<file path="src/rtl/sp_sync_pkg.sv">
// Shared state encoding, field widths and default comma for the sync controller.
package sp_sync_pkg;
    localparam int STATE_W = 2;
    localparam int CNT_W   = 3;

    localparam logic [7:0] COMMA_DEF = 8'hBC;

    typedef enum logic [STATE_W-1:0] {
        ST_HUNT   = 2'd0,
        ST_CHECK  = 2'd1,
        ST_LOCKED = 2'd2
    } state_t;
endpackage

</file>
<file path="src/rtl/sp_slip_timer.sv">
// Hunt counter, one-cycle bit-slip pulse and post-slip blanking window.
// The slip cycle itself and the SLIP_WAIT cycles after it are reported as blank.
module sp_slip_timer #(
    parameter int SLIP_TIMEOUT = 16,
    parameter int SLIP_WAIT    = 4
) (
    input  logic clk_4f,
    input  logic reset,
    input  logic clear,
    input  logic count,
    input  logic restart,
    output logic slip,
    output logic blank
);
    localparam logic [8:0] TMO  = 9'(SLIP_TIMEOUT);
    localparam logic [3:0] WAIT = 4'(SLIP_WAIT);

    logic [7:0] hunt_cnt;
    logic [3:0] wait_cnt;
    logic [8:0] hunt_nxt;

    always_comb begin
        hunt_nxt = restart ? 9'd1 : ({1'b0, hunt_cnt} + 9'd1);
    end

    assign blank = slip || (wait_cnt != 4'd0);

    always_ff @(posedge clk_4f) begin
        if (reset || clear) begin
            hunt_cnt <= 8'd0;
            wait_cnt <= 4'd0;
            slip     <= 1'b0;
        end else begin
            slip <= 1'b0;
            // the window only starts counting once the slip pulse has gone
            if (!slip && wait_cnt != 4'd0)
                wait_cnt <= wait_cnt - 4'd1;
            if (count || restart) begin
                if (hunt_nxt >= TMO) begin
                    slip     <= 1'b1;
                    hunt_cnt <= 8'd0;
                    wait_cnt <= WAIT;
                end else begin
                    hunt_cnt <= hunt_nxt[7:0];
                end
            end
        end
    end
endmodule

</file>
<file path="src/rtl/sp_sync_ctrl.sv">
// Comma-based alignment/lock controller on the deserializer byte clock; 1-cycle registered data path.
// Optional bit-slip requests while hunting are enabled with SP_SLIP_EN.
module sp_sync_ctrl
    import sp_sync_pkg::*;
#(
    parameter logic [7:0] COMMA        = COMMA_DEF,
    parameter int         LOCK_CNT     = 4,
    parameter int         LOSS_CNT     = 8,
    parameter int         SLIP_TIMEOUT = 16,
    parameter int         SLIP_WAIT    = 4
) (
    input  logic               clk_4f,
    input  logic               reset,
    input  logic [7:0]         data_input,
    input  logic               valid_in,
    input  logic               resync,
`ifdef SP_SLIP_EN
    output logic               slip,
`endif
    output logic [7:0]         data_output,
    output logic               valid_output,
    output logic               active_output,
    output logic [CNT_W-1:0]   BC_contador,
    output logic [STATE_W-1:0] lock_state
);
    localparam logic [CNT_W-1:0] LOCK_C = CNT_W'(LOCK_CNT);
    localparam logic [7:0]       LOSS_C = 8'(LOSS_CNT);

    if (LOCK_CNT < 1 || LOCK_CNT > 7) begin : g_bad_lock
        $error("LOCK_CNT must be in 1..7");
    end
    if (LOSS_CNT < 1 || LOSS_CNT > 255) begin : g_bad_loss
        $error("LOSS_CNT must be in 1..255");
    end
    if (SLIP_TIMEOUT < 1 || SLIP_TIMEOUT > 255 || SLIP_WAIT < 1 || SLIP_WAIT > 15) begin : g_bad_slip
        $error("SLIP_TIMEOUT must be in 1..255 and SLIP_WAIT in 1..15");
    end

    state_t     state;
    logic [7:0] loss_cnt;
    logic       blank;
    logic       vld;
    logic       is_comma;

    assign is_comma   = (data_input == COMMA);
    assign vld        = valid_in && !blank;
    assign lock_state = state;

`ifdef SP_SLIP_EN
    logic hunt_count;
    logic hunt_restart;
    logic hunt_clear;

    assign hunt_count   = (state == ST_HUNT) && vld && !is_comma;
    assign hunt_restart = (state == ST_CHECK) && vld && !is_comma;
    assign hunt_clear   = resync || ((state != ST_HUNT) && !hunt_restart);

    sp_slip_timer #(
        .SLIP_TIMEOUT (SLIP_TIMEOUT),
        .SLIP_WAIT    (SLIP_WAIT)
    ) u_slip_timer (
        .clk_4f  (clk_4f),
        .reset   (reset),
        .clear   (hunt_clear),
        .count   (hunt_count),
        .restart (hunt_restart),
        .slip    (slip),
        .blank   (blank)
    );
`else
    assign blank = 1'b0;
`endif

    always_ff @(posedge clk_4f) begin
        if (reset) begin
            state         <= ST_HUNT;
            loss_cnt      <= 8'd0;
            BC_contador   <= '0;
            data_output   <= 8'd0;
            valid_output  <= 1'b0;
            active_output <= 1'b0;
        end else if (resync) begin
            state         <= ST_HUNT;
            loss_cnt      <= 8'd0;
            BC_contador   <= '0;
            valid_output  <= 1'b0;
            active_output <= 1'b0;
        end else begin
            valid_output <= 1'b0;
            case (state)
                ST_HUNT: begin
                    if (vld && is_comma) begin
                        BC_contador <= CNT_W'(1);
                        if (LOCK_C == CNT_W'(1)) begin
                            state         <= ST_LOCKED;
                            active_output <= 1'b1;
                        end else begin
                            state <= ST_CHECK;
                        end
                    end
                end
                ST_CHECK: begin
                    if (vld && is_comma) begin
                        BC_contador <= BC_contador + CNT_W'(1);
                        if (BC_contador + CNT_W'(1) == LOCK_C) begin
                            state         <= ST_LOCKED;
                            active_output <= 1'b1;
                        end
                    end else if (vld) begin
                        BC_contador <= '0;
                        state       <= ST_HUNT;
                    end
                end
                ST_LOCKED: begin
                    // exit decision uses the registered loss count, so the drop lands one edge after the gap limit
                    if (loss_cnt == LOSS_C) begin
                        state         <= ST_HUNT;
                        loss_cnt      <= 8'd0;
                        BC_contador   <= '0;
                        active_output <= 1'b0;
                    end else begin
                        data_output  <= data_input;
                        valid_output <= valid_in;
                        loss_cnt     <= valid_in ? 8'd0 : loss_cnt + 8'd1;
                    end
                end
                default: begin
                    state <= ST_HUNT;
                end
            endcase
        end
    end
endmodule

</file>
<file path="config.mk">
export PLATFORM = sky130hd
export DESIGN_NAME = sp_sync_ctrl
export DESIGN_NICKNAME = d
export VERILOG_FILES = /design/src/rtl/sp_sync_pkg.sv /design/src/rtl/sp_slip_timer.sv /design/src/rtl/sp_sync_ctrl.sv
export SDC_FILE = /design/constraint.sdc
export NUM_CORES = 1
export LEC_CHECK = 0
export ABC_CLOCK_PERIOD_IN_PS = 1670
export BUFFER_PORTS_ARGS = -buffer_cell sky130_fd_sc_hd__buf_2
export CAP_MARGIN = 20
export CORE_MARGIN = 8
export CORE_UTILIZATION = 45
export CTS_BUF_LIST = sky130_fd_sc_hd__clkbuf_4
export DETAILED_ROUTE_END_ITERATION = 8
export PLACE_DENSITY_LB_ADDON = 0.12
export SYNTH_ARGS = -nofsm -noshare
export SYNTH_HDL_FRONTEND = slang
export SYNTH_HIERARCHICAL = 1
export SYNTH_SLANG_ARGS = --single-unit
</file>
<file path="constraint.sdc">
create_clock -name clk_4f -period 1.67 [get_ports clk_4f]
set_input_delay 0.0835 -clock clk_4f [delete_from_list [all_inputs] [get_ports clk_4f]]
set_output_delay 0.0835 -clock clk_4f [all_outputs]
set_load 0.02 [all_outputs]
</file>
### Yosys cells after proc, flatten, opt, wreduce, memory -nomap -nowiden

Cells that the tools add are included.

| storage, ports and cells | value |
|---|---|
| register bits | 23 |
| input port bits | 12 |
| output and inout port bits | 15 |
| word-level logic and storage cells | 49 |

| operators by class | value |
|---|---|
| $add $sub $neg | 2 |
| eq/ne operators | 11 |
| mux-type cells | 17 |
| bitwise operators | 3 |
| reductions and logical operators | 10 |

Operators by type and width:

| cell | number |
|---|---|
| 2-to-1 mux 8 bit | 2 |
| 2-to-1 mux 3 bit | 4 |
| AND reduction 4 bit | 3 |
| 2-to-1 mux 2 bit | 5 |
| case mux 3 bit (3 select lines) | 1 |
| adder 8 x 1 -> 8 bit, second input constant | 1 |
| == test 8 x 4 -> 1 bit, second input constant | 1 |
| == test 8 bit, second input constant | 1 |
| inequality test 2 bit, second input constant | 4 |
| inequality test 3 bit, second input constant | 2 |
| case mux 2 bit (3 select lines) | 1 |
| OR reduction 4 bit | 1 |
| adder 3 x 1 -> 3 bit, second input constant | 1 |
| == test 3 bit, second input constant | 1 |
| 2-to-1 mux 1 bit | 3 |
| NOT 1 bit | 3 |
| AND reduction 3 bit | 1 |
| nonzero test 3 bit | 1 |
| == test 2 x 1 -> 1 bit, second input constant | 1 |
| == test 2 bit, second input constant | 1 |
| logical NOT 2 bit | 1 |
| case mux 1 bit (2 select lines) | 1 |
| nonzero test 2 bit | 1 |
| OR reduction 2 bit | 1 |
| logical AND 1 bit | 1 |

### Logic depth before layout (Yosys ltp)

| logic depth | value |
|---|---|
| depth after elaboration | 5 |
| mapped depth | 7 |
| gate-level depth less buffers | 6 |

### Worst setup path before layout

Ideal clock, no wire load.

| timing | value |
|---|---|
| path kind | register to register |
| from | reg state[1] (netlist: lock_state[1]) |
| to | reg data_output[0] |
| setup time | 127 ps |
| arrival | 1842 ps |
| data required time | 1543 ps |
| path slack | -299 ps |
| stages on the path, launching flop included | 7 |
| path buffers | 1 |
| period minus slack after synthesis | 1969 ps |
| cells stage by stage | dfxtp_1 ha_1 clkbuf_2 inv_1 a211oi_2 mux2i_1 nor2_1 |

| between the ends | value |
|---|---|
| word-level cells in the longest chain between the ends | 2 |

Ends and longest elaborated chain:

| item | line | RTL |
|---|---|---|
| start: declaration | sp_sync_ctrl.sv:39 | `state_t state;` |
| start signal: assignment | sp_sync_ctrl.sv:76 | `state <= ST_HUNT;` |
| start signal: assignment | sp_sync_ctrl.sv:83 | `state <= ST_HUNT;` |
| start signal: assignment | sp_sync_ctrl.sv:95 | `state <= ST_LOCKED;` |
| == test 2 bit | sp_sync_ctrl.sv:90 | `case (state)` |
| AND reduction 3 bit (no line) | n/a |  |
| end signal: assignment | sp_sync_ctrl.sv:122 | `data_output <= data_input;` |
| end: declaration | sp_sync_ctrl.sv:20 | `output logic [7:0] data_output,` |

Every way passes these cells.
A chain may end at the register's enable or synchronous reset.

### Worst setup path after layout

| timing | value |
|---|---|
| from | reg loss_cnt[0] |
| to | reg loss_cnt[7] |

| between the ends | value |
|---|---|
| word-level cells in the longest chain between the ends | 3 |
| elaborated cells between the ends (all ways) | 4 |
| classes of those cells | 1 x add/sub; 1 x eq/ne; 2 x mux |

Ends and longest elaborated chain:

| item | line | RTL |
|---|---|---|
| start: declaration | sp_sync_ctrl.sv:40 | `logic [7:0] loss_cnt;` |
| start signal: assignment | sp_sync_ctrl.sv:124 | `loss_cnt <= valid_in ? 8'd0 : loss_cnt + 8'd1;` |
| adder 8 x 1 -> 8 bit | sp_sync_ctrl.sv:124 |  |
| 2-to-1 mux 8 bit | sp_sync_ctrl.sv:124 |  |
| 2-to-1 mux 8 bit (*) | sp_sync_ctrl.sv:116 | `if (loss_cnt == LOSS_C) begin` |

Mark *: on every way between the ends. The rest lies on a longest branch, timed or not.

==> flow_summary.yaml <==
outcome:
  status: "complete, but fails checks"
  failed_checks: "setup timing"
grt:
  global_route.peak_usage_layer: "met2"
  groute.layer.met1.usage_pct: 13.2
  met3_usage_pct: 4.01
  first_pass_grt_wire_length_mm: 5.38
  met2_use_gr_pct: 23.6
  grt_overflow: 0
  grt_antenna_before_repair: 0
  largest_net_degree_at_the_start_of_global_routing: 14
  grt.total_usage_pct: 12.8
  grt_pass1_vias: 1243
clocking:
  cts_sinks: 23
  max-clock-path-buffers: 2
  cts_buffers: 3
  tritoncts: "done"
  cts-root-buf: "clkbuf_4"
  clkLatencyLatePin_ps: 300
  clkTransAtPathRegs_ps: 120
  postCtsHoldBufs: 0
  htreeDepth: 1
layout:
  nNetsFinal: 196
  filler_cell_count: 237
  layout.cells.most_common: "buf_2"
  post-route-util_pct: 63.4
  design_area_um2: 1730
  antenna_cells: 0
  area.growth.synth_to_final_pct: 35.4
  commonest_non_fill_non_tap_cells_in_the_layout: "buf_2 (26), buf_4 (21), dfxtp_1 (19), mux2i_1 (13), nor2_1 (13)"
  drive_above_1_share_pct: 48.3
die:
  dieHeight_um: 69.4
  placeableCoreArea_um2: 2730
  initial_utilization_pct: 46.9
  chip_width_um: 69.4
  placement_rows: 19
  ports: 27
  die_area_um2: 4810
worst_setup_path:
  crit_path_start_kind: "flip-flop"
  timing.critical_path.max_delay_family: "compound AO/OA/AOI/OAI gates"
  critPathMaxStageDelay_ps: 350
  path_class: "reg2reg"
  arrival_worst_endpoint_ps: 1890
  crit_chain: "inv_2, ha_4, nor4b_4, buf_4, a211oi_4, a41oi_2, a311oi_1"
  critical-path-slowest-cell: "dfxtp_2"
  cp.buffers_inverters: 2
  cp-end-kind: "flip-flop"
  critical_path_peak_fanout: 5
  critPathRequiredTime_ps: 1890
routing:
  drc: 0
  via_per_inst: 5.48
  wl_per_cell_um: 14.8
  dr.first_iter.drc_count: 27
  routed_wl_mm: 3.04
  routed-via-count: 1124
  firstDrtPassIters: 4
  ant_nets_after_route: 0
placement:
  gp_congestion: 0.769
  placed_area_um2: 1610
  place_ws_ps: -17.9
  total_half_perimeter_wirelength_after_legalization_and_detailed_placement_mm: 2.30
  port_buffers: 26
pwr:
  vdd_ir_drop_max_v: 0.000342
  powerDensity_nw_per_um2: 502
  power_frac_seq_pct: 63.0
  netsw_uw: 190
  power_frac_clock_pct: 30.3
  static-leakage-power_nw: 0.739
  switching_share_pct: 21.8
  comb_power_share_pct: 6.7
  intPower_uw: 681
timing:
  report.final.hold_viol_count: 0
  final.min_clock_period_ps: 1680
  postLayoutSetupSlackWorst_ps: -7.80
  finalMaxSlewViolations: 0
  max_freq_mhz: 596
  fin_tns_setup_ps: -8.76
  fin_hold_ws_ps: 23.2
  max_slew_margin_pct: 74.8
  final_min_period_over_clock_period_pct: 100
  worst-slew-pin-transition_ps: 374
  final_setup_violating_endpoints: 2
  worst_clock_skew_ps: 9.52
  rsz0062_at_grt: "yes"
yosys:
  synthFlopType: "dfxtp_1"
  post_synth_design_cell_area_um2: 1280
  netlist.top_cell.by_area: "dfxtp_1"
  post_synthesis_async_set_or_reset_flop_share_pct: 0
  synth-warning-count: 6
  yosys-top-cells-area: "dfxtp_1 (36%), mux2i_1 (10%), ha_1 (8.8%)"
  synth-edff-count: 0
  synth_nets: 147
  share_of_yosys_cell_area_claimed_by_the_top_area_cell_type_pct: 35.9
  post_synth.cell_area_avg_um2: 10.2
  synth.lib_cells_used.distinct: 44
  synth_seq_area_share_pct: 35.9
  post_synthesis_register_bit_count: 23
  netlist_instances: 126
flow_run:
  cap_violations: 0
min_path:
  class_of_the_tightest_hold_or_removal_check: "in2reg"
## final cells by class
cell class | instances | area, um^2 | share of cell area, %
clock buffers | 4 | 30.0 | 1.73
inverters | 7 | 28.8 | 1.66
multi-input cells | 92 | 863 | 49.8
flip-flops and latches | 23 | 465 | 26.8
well taps | 31 | 38.8 | 2.24
repair buffers | 48 | 308 | 17.7
## synth_stat cells (2+ instances only)
cell type	number
dfxtp_1	23
nor2_1	14
mux2i_1	13
ha_1	9
nand2_1	8
inv_1	7
o211ai_1	4
and3_1	3
a211oi_2	2
a21oi_1	2
a311oi_1	2
a41oi_1	2
and2_1	2
clkbuf_1	2
nand3_1	2
o211a_1	2
o41ai_1	2
## cell families (layout without fill, tap and decap cells)
family                   count (synthesis)  in the layout  share of synthesized area (%)
AO/OA/AOI/OAI                           28             28                           20.2
multiplexers                            13             13                           10.2
buffers and inverters                   11             59                           4.00
adder cells (fa/ha/maj)                  9              9                           8.79
AND/OR/NAND/NOR                         41             41                           20.2
XOR/XNOR                                 1              1                          0.684
flip-flops                              23             23                           35.9
## per-layer routing
metal | wire length, um | part of all wire (%) | up-vias
li1 | - | - | 563
met1 | 1290 | 42 | 538
met2 | 1540 | 51 | 21
met3 | 186 | 6.1 | 2
met4 | 23 | 0.76 | 0
met5 | 0 | 0 | -
## sequential cells by signal, indices dropped and copies added (netlist names)
signal / count
BC_contador: 3
active_output: 1
data_output: 8
lock_state: 2
loss_cnt: 8
valid_output: 1
## power by group through the flow
stage	clock (mW)	sequential, mW	combinational (mW)
after floorplan	0	0.562	0.0247
after global placement	0	0.561	0.0542
after detailed placement	0	0.562	0.0556
after CTS	0.281	0.549	0.0564
after global routing	0.301	0.550	0.0635
final	0.264	0.549	0.0580
## final timing paths
kind | endpoint | from | depth (start not counted) | slack (ps)
setup / recovery | loss_cnt[7] | loss_cnt[0] | 7 | -8
hold / removal | data_output[7] | data_input[7] | 3 | 20
setup reg to reg | loss_cnt[7] | loss_cnt[0] | 7 | -8
hold reg to reg | lock_state[0] | lock_state[0] | 2 | 500
## worst min-delay path: stages
cell     delay (ps)
buf_2            90
mux2i_1          60
nor2_1           70
## metrics by stage
| step | cells | total power [mW] |
|---|---|---|
| final | 205 | 0.871 |
| after global routing | 205 | 0.914 |
| after CTS | 204 | 0.886 |
| after detailed placement | 198 | 0.617 |
| after global placement | 198 | 0.616 |
| after floorplan | 126 | 0.587 |
## what timing repair did
| item | in CTS | in global routing |
|---|---|---|
| pin swaps | 8 | 2 |
| setup endpoints to repair | 8 | 14 |
| resized for setup | 8 | 7 |
| setup buffers | 2 | 1 |
Power figures use the tool's default switching activity.
